$ cat src/rtl/mem_arbiter_if.sv
// Request/grant bundle between the processors and the memory arbiter.
// The processors drive the requests; the arbiter drives the grant side.
interface mem_arbiter_if #(
   parameter int PORT_COUNT = 4
);
   localparam int SW = $clog2(PORT_COUNT);

   logic [PORT_COUNT-1:0] i_req_rd;
   logic [PORT_COUNT-1:0] i_req_wr;
   logic [PORT_COUNT-1:0] o_grant_rd;
   logic [PORT_COUNT-1:0] o_grant_wr;
   logic [SW-1:0]         o_sel;
   logic                  o_busy;

   modport master (
      output i_req_rd,
      output i_req_wr,
      input  o_grant_rd,
      input  o_grant_wr,
      input  o_sel,
      input  o_busy
   );

   modport slave (
      input  i_req_rd,
      input  i_req_wr,
      output o_grant_rd,
      output o_grant_wr,
      output o_sel,
      output o_busy
   );
endinterface

$ cat src/rtl/mem_arbiter.sv
// Round-robin read/write memory arbiter with a bounded hold time
// and a mandatory idle bubble between grants.
module mem_arbiter #(
   parameter int PORT_COUNT = 4,
   parameter int MAX_HOLD   = 8
) (
   input logic          i_clk,
   input logic          i_rst,
   mem_arbiter_if.slave bus
);
   localparam int SW = $clog2(PORT_COUNT);

   typedef enum logic [1:0] {
      IDLE,
      GNT_RD,
      GNT_WR
   } state_t;

   state_t                state;
   logic [SW-1:0]         rr_ptr;
   logic [SW-1:0]         sel;
   logic [SW-1:0]         win;
   logic [SW-1:0]         next_ptr;
   logic [7:0]            hold_cnt;
   logic [PORT_COUNT-1:0] grant_rd;
   logic [PORT_COUNT-1:0] grant_wr;
   logic [PORT_COUNT-1:0] elig;
   logic [PORT_COUNT-1:0] win_oh;
   logic                  busy;
   logic                  found;
   logic                  keep;
   logic                  hold_max;
   int                    idx;

   assign elig = bus.i_req_rd | bus.i_req_wr;

   // First eligible port at or after rr_ptr, wrapping modulo PORT_COUNT.
   always_comb begin
      found = 1'b0;
      win   = '0;
      idx   = 0;
      for (int i = 0; i < PORT_COUNT; i++) begin
         idx = int'(rr_ptr) + i;
         if (idx >= PORT_COUNT) idx = idx - PORT_COUNT;
         if (!found && elig[idx]) begin
            found = 1'b1;
            win   = SW'(idx);
         end
      end
   end

   assign win_oh   = PORT_COUNT'(1) << win;
   assign next_ptr = (win == SW'(PORT_COUNT - 1)) ? '0 : win + SW'(1);
   assign hold_max = (hold_cnt == 8'(MAX_HOLD - 1));

   always_comb begin
      keep = 1'b0;
      if (state == GNT_RD) keep = bus.i_req_rd[sel];
      if (state == GNT_WR) keep = bus.i_req_wr[sel];
   end

   always_ff @(posedge i_clk) begin
      if (i_rst) begin
         state    <= IDLE;
         rr_ptr   <= '0;
         hold_cnt <= '0;
         grant_rd <= '0;
         grant_wr <= '0;
         sel      <= '0;
         busy     <= 1'b0;
      end else begin
         unique case (state)
            IDLE: begin
               if (found) begin
                  // Write wins when the port asks for both.
                  if (bus.i_req_wr[win]) begin
                     state    <= GNT_WR;
                     grant_wr <= win_oh;
                     grant_rd <= '0;
                  end else begin
                     state    <= GNT_RD;
                     grant_rd <= win_oh;
                     grant_wr <= '0;
                  end
                  sel      <= win;
                  rr_ptr   <= next_ptr;
                  hold_cnt <= '0;
                  busy     <= 1'b1;
               end
            end
            GNT_RD, GNT_WR: begin
               if (!keep || hold_max) begin
                  state    <= IDLE;
                  grant_rd <= '0;
                  grant_wr <= '0;
                  sel      <= '0;
                  busy     <= 1'b0;
                  hold_cnt <= '0;
               end else begin
                  hold_cnt <= hold_cnt + 8'd1;
               end
            end
            default: state <= IDLE;
         endcase
      end
   end

   assign bus.o_grant_rd = grant_rd;
   assign bus.o_grant_wr = grant_wr;
   assign bus.o_sel      = sel;
   assign bus.o_busy     = busy;
endmodule

$ cat src/flat_wrapper.sv
// flat-port wrapper written by rule: the top's interface ports become plain ports
module mem_arbiter_flat 
#(
   parameter int PORT_COUNT = 4,
   parameter int MAX_HOLD   = 8
)
  (i_clk, i_rst, bus_i_req_rd, bus_i_req_wr, bus_o_grant_rd, bus_o_grant_wr, bus_o_sel, bus_o_busy);
  mem_arbiter_if #(.PORT_COUNT(PORT_COUNT)) bus_i ();
  input logic i_clk;
  input logic i_rst;
  input wire logic [$bits(bus_i.i_req_rd)-1:0] bus_i_req_rd;
  input wire logic [$bits(bus_i.i_req_wr)-1:0] bus_i_req_wr;
  output wire logic [$bits(bus_i.o_grant_rd)-1:0] bus_o_grant_rd;
  output wire logic [$bits(bus_i.o_grant_wr)-1:0] bus_o_grant_wr;
  output wire logic [$bits(bus_i.o_sel)-1:0] bus_o_sel;
  output wire logic [$bits(bus_i.o_busy)-1:0] bus_o_busy;
  assign bus_i.i_req_rd = bus_i_req_rd;
  assign bus_i.i_req_wr = bus_i_req_wr;
  assign bus_o_grant_rd = bus_i.o_grant_rd;
  assign bus_o_grant_wr = bus_i.o_grant_wr;
  assign bus_o_sel = bus_i.o_sel;
  assign bus_o_busy = bus_i.o_busy;
  mem_arbiter #(.PORT_COUNT(PORT_COUNT), .MAX_HOLD(MAX_HOLD)) u_core (.i_clk(i_clk), .i_rst(i_rst), .bus(bus_i));
endmodule
$ cat config.mk
export PLATFORM = sky130hd
export DESIGN_NAME = mem_arbiter_flat
export DESIGN_NICKNAME = d
export VERILOG_FILES = /design/src/rtl/mem_arbiter_if.sv /design/src/rtl/mem_arbiter.sv /design/src/flat_wrapper.sv
export SDC_FILE = /design/constraint.sdc
export NUM_CORES = 1
export LEC_CHECK = 0
export CAP_MARGIN = 20
export CORE_ASPECT_RATIO = 1.75
export CORE_MARGIN = 5
export CORE_UTILIZATION = 53
export CTS_CLUSTER_SIZE = 12
export DETAILED_ROUTE_END_ITERATION = 10
export PLACE_DENSITY = 0.78
export SLEW_MARGIN = 15
export SYNTH_ARGS = -nofsm -noshare
export SYNTH_HDL_FRONTEND = slang
export SYNTH_SLANG_ARGS = --single-unit
$ cat constraint.sdc
create_clock -name i_clk -period 3 [get_ports i_clk]
set_clock_uncertainty 0.1 [all_clocks]
set_input_delay 0.6 -clock i_clk [delete_from_list [all_inputs] [get_ports i_clk]]
set_output_delay 0.6 -clock i_clk [all_outputs]
set_load 0.02 [all_outputs]
==> flow_summary_export.csv <==
group,metric,value,unit
grt,gr-total-overflow,0,
cts,tritoncts,"built",
placed_design,gp_congestion,0.843,
setup_path,worstReg2RegEnd,"u_core.bus.o_grant_rd[1]",
timing,timing.final.ws_setup,0.279,ns
placed_design,place_ws,0.0128,ns
final_layout,drive_above_1_share,0.145,
floorplanning,io_pins,21,
floorplanning,die_h,78.1,µm
grt,grt_pass1_vias,1374,
timing,slew_headroom,0.637,
setup_path,r2r_slack,0.37,ns
grt,grt_max_degree,17,
cts,cts-resized-gates,0,
placed_design,io_buffers,20,
worst_hold_path,min_from,"u_core.bus.o_grant_rd[0]",
logic_synthesis,synth-main-ff-cell,"dfxtp_1",
floorplanning,die_w,48.9,µm
cts,clock_latency,0.26,ns
logic_synthesis,ys_seq_area_frac,0.328,
grt,antenna_found_initial,0,
placed_design,hpwl,2750,µm
timing,final.setup.tns,0,ns
setup_path,crit_path_start_kind,"input pin",
final_layout,nets,206,
worst_hold_path,hold_depth,2,
power_and_ir_drop,power,1.45,mW
worst_hold_path,hold_class,"reg -> reg",
power_and_ir_drop,pwr_density_cell,824,nW/µm²
setup_path,crit_path_max_fanout,6,
cts,clk_pin_slew,0.09,ns
timing,finalHoldViolCount,0,
power_and_ir_drop,ir_drop,0.000500,V
cts,h-tree-depth,1,
timing,worst_pin_slew,0.541,ns
timing,timing.final.crit_share,0.907,
route,drt_pass1_iterations,4,
cts,postCtsSetupBuffers,0,
setup_path,worstPathArrival,2.80,ns
cts,cts_sinks,23,
worst_hold_path,min_delay_worst_endpoint,"u_core.bus.o_grant_rd[0]",
final_layout,synthToLayoutAreaGrowth,25.0,%
grt,groute.usage.overall,0.186,
setup_path,slowest_stage,"or4b_1",
setup_path,endpoint_kind,"register",
timing,rsz0062_at_grt,"no",
power_and_ir_drop,p_leak,0.650,nW
timing,finalSetupViolCount,0,
grt,met1_usage,0.187,
logic_synthesis,synthCells,155,
setup_path,cpPeakStageDelay,0.53,ns
logic_synthesis,yosysMostFrequentCell,"dfxtp_1",
route,avgRoutedWirePerCell,16.1,µm
logic_synthesis,yosys.area.top_type,"dfxtp_1",
setup_path,regToRegStartpoint,"u_core.hold_cnt[0]",
final_layout,diodes,0,
cts,clock-root-buffer,"clkbuf_8",
logic_synthesis,yosys-top-cells-area,"dfxtp_1, ha_1, o32ai_1",
route,dr.first_iter.drc_count,46,
route,wl,3420,µm
job,drv_cap,0,
logic_synthesis,ys.warnings.count,0,
setup_path,crit_chain,"clkdlybuf4s50_1 -> mux4_2 -> a22oi_1 -> o21ai_2 -> or4b_1 -> o32ai_1",
logic_synthesis,avgSynthCellArea,9.06,µm²
route,vias,1301,
floorplanning,initial_utilization,0.557,
grt,grtUsageMet2,0.360,
cts,clk_path_buf_depth,2,
logic_synthesis,synth_nets,174,
logic_synthesis,synthTopCellsByCount,"dfxtp_1, nor2_1, ha_1, nand2b_1",
logic_synthesis,ys_seq_elements,23,
setup_path,reg2regPathDepth,6,
route,drt-vias-per-instance,6.14,
logic_synthesis,syn-cell-area,1400,µm²
grt,grt_busiest_layer,"met2",
logic_synthesis,yosys.cell_types.count,42,
route,drc,0,
setup_path,cp-startpoint,"bus_i_req_rd[3]",
setup_path,cp.required,3.07,ns
floorplanning,rows,24,
timing,min_period,2.72,ns
cts,cts_hold_buffers,0,
floorplanning,core_area,2520,µm²
cts,cts_buffers,3,
timing,fmax,368,MHz
logic_synthesis,async_flop_share,0,
setup_path,critical_path_class,"in -> reg",
run_status,status,"finished clean",
logic_synthesis,synth-edff-count,0,
grt,grt_pass1_wl,5870,µm
route,drtAntennaViolNets,0,
grt,gr-usage-met3,0.0208,
timing,finalMaxSlewViolations,0,
floorplanning,dieArea,3820,µm²
logic_synthesis,synth_top_cell_area_share,0.328,
## cells in the final DEF (no fill, tap or decap), drive strengths merged, types with 3 or more instances in the layout
| master | n |
|---|---|
| dfxtp | 23 |
| clkdlybuf4s50 | 20 |
| nor2 | 16 |
| buf | 12 |
| nand2b | 9 |
| ha | 9 |
| nand2 | 8 |
| o32ai | 8 |
| inv | 7 |
| o21ai | 6 |
| xor2 | 5 |
| or4b | 5 |
| a21oi | 4 |
| nand3 | 4 |
| nand4 | 4 |
| or2 | 3 |
| nand3b | 3 |
| clkbuf | 3 |
## worst max path at each step
stage	endpoint	slack, ns	cells past startpoint
2_1_floorplan	u_core.bus.o_grant_rd[0]	0.45	6
3_3_place_gp	u_core.bus.o_grant_wr[1]	0.05	7
3_5_place_dp	u_core.bus.o_grant_rd[1]	0.01	7
4_1_cts	u_core.bus.o_grant_rd[1]	0.27	7
5_1_grt	u_core.bus.o_grant_rd[1]	0.1	7
6_report	u_core.bus.o_grant_rd[1]	0.28	6
## registers in the layout, summed over array words and instances, names as in the netlist
signal                 flops
u_core.hold_cnt            8
u_core.bus.o_grant_rd      4
u_core.bus.o_grant_wr      4
u_core.bus.o_sel           2
u_core.rr_ptr              2
u_core.state               2
u_core.bus.o_busy          1
## kinds of logic (layout without fill, tap and decap cells)
family,count (synthesis),in the layout,synth area share
buffers and inverters,12,43,0.0321
adders and majority gates,9,9,0.0802
xor gates and xnor gates,7,7,0.0437
and+or+nand+nor,63,63,0.258
muxes,4,4,0.0463
AOI/OAI and AO/OA,37,37,0.212
DFF,23,23,0.328
## per-stage QoR
step | util | instance area (µm²) | instances | hold slack, ns
6_report | 0.695 | 1750 | 212 | 0.397
3_3_place_gp | 0.677 | 1710 | 208 | 0.375
3_5_place_dp | 0.677 | 1710 | 208 | 0.379
5_1_grt | 0.695 | 1750 | 212 | 0.420
2_1_floorplan | - | 1400 | 155 | 0.388
4_1_cts | 0.695 | 1750 | 212 | 0.395
## per-layer routing
| layer | share of wire | vias to the layer above |
|---|---|---|
| met1 | 0.38 | 624 |
| met5 | 0 | - |
| met4 | 0.027 | 0 |
| met3 | 0.029 | 10 |
| met2 | 0.57 | 29 |
| li1 | - | 638 |
## cell type report
cell class | instances | area [µm²]
clock inverter | 1 | 5.00
timing repair buffer | 32 | 290
fill | 223 | 768
clock buffer | 3 | 41.3
inverter | 7 | 26.3
tap | 26 | 32.5
multi-input combinational | 120 | 898
sequential | 23 | 460
## worst max-delay path: cells and delay by family
kind | cells | cell delay [ns]
mux | 1 | 0.49
buf+inv | 1 | 0.50
simple gates | 1 | 0.53
compound gates | 3 | 0.68
## power breakdown
group	leakage, nW	internal [mW]	switching, mW
clock network	0.0255	0.0927	0.102
registers	0.187	0.380	0.0812
logic	0.437	0.369	0.422
total	0.650	0.841	0.605
Note: power is estimated with default switching activity, not from simulation.
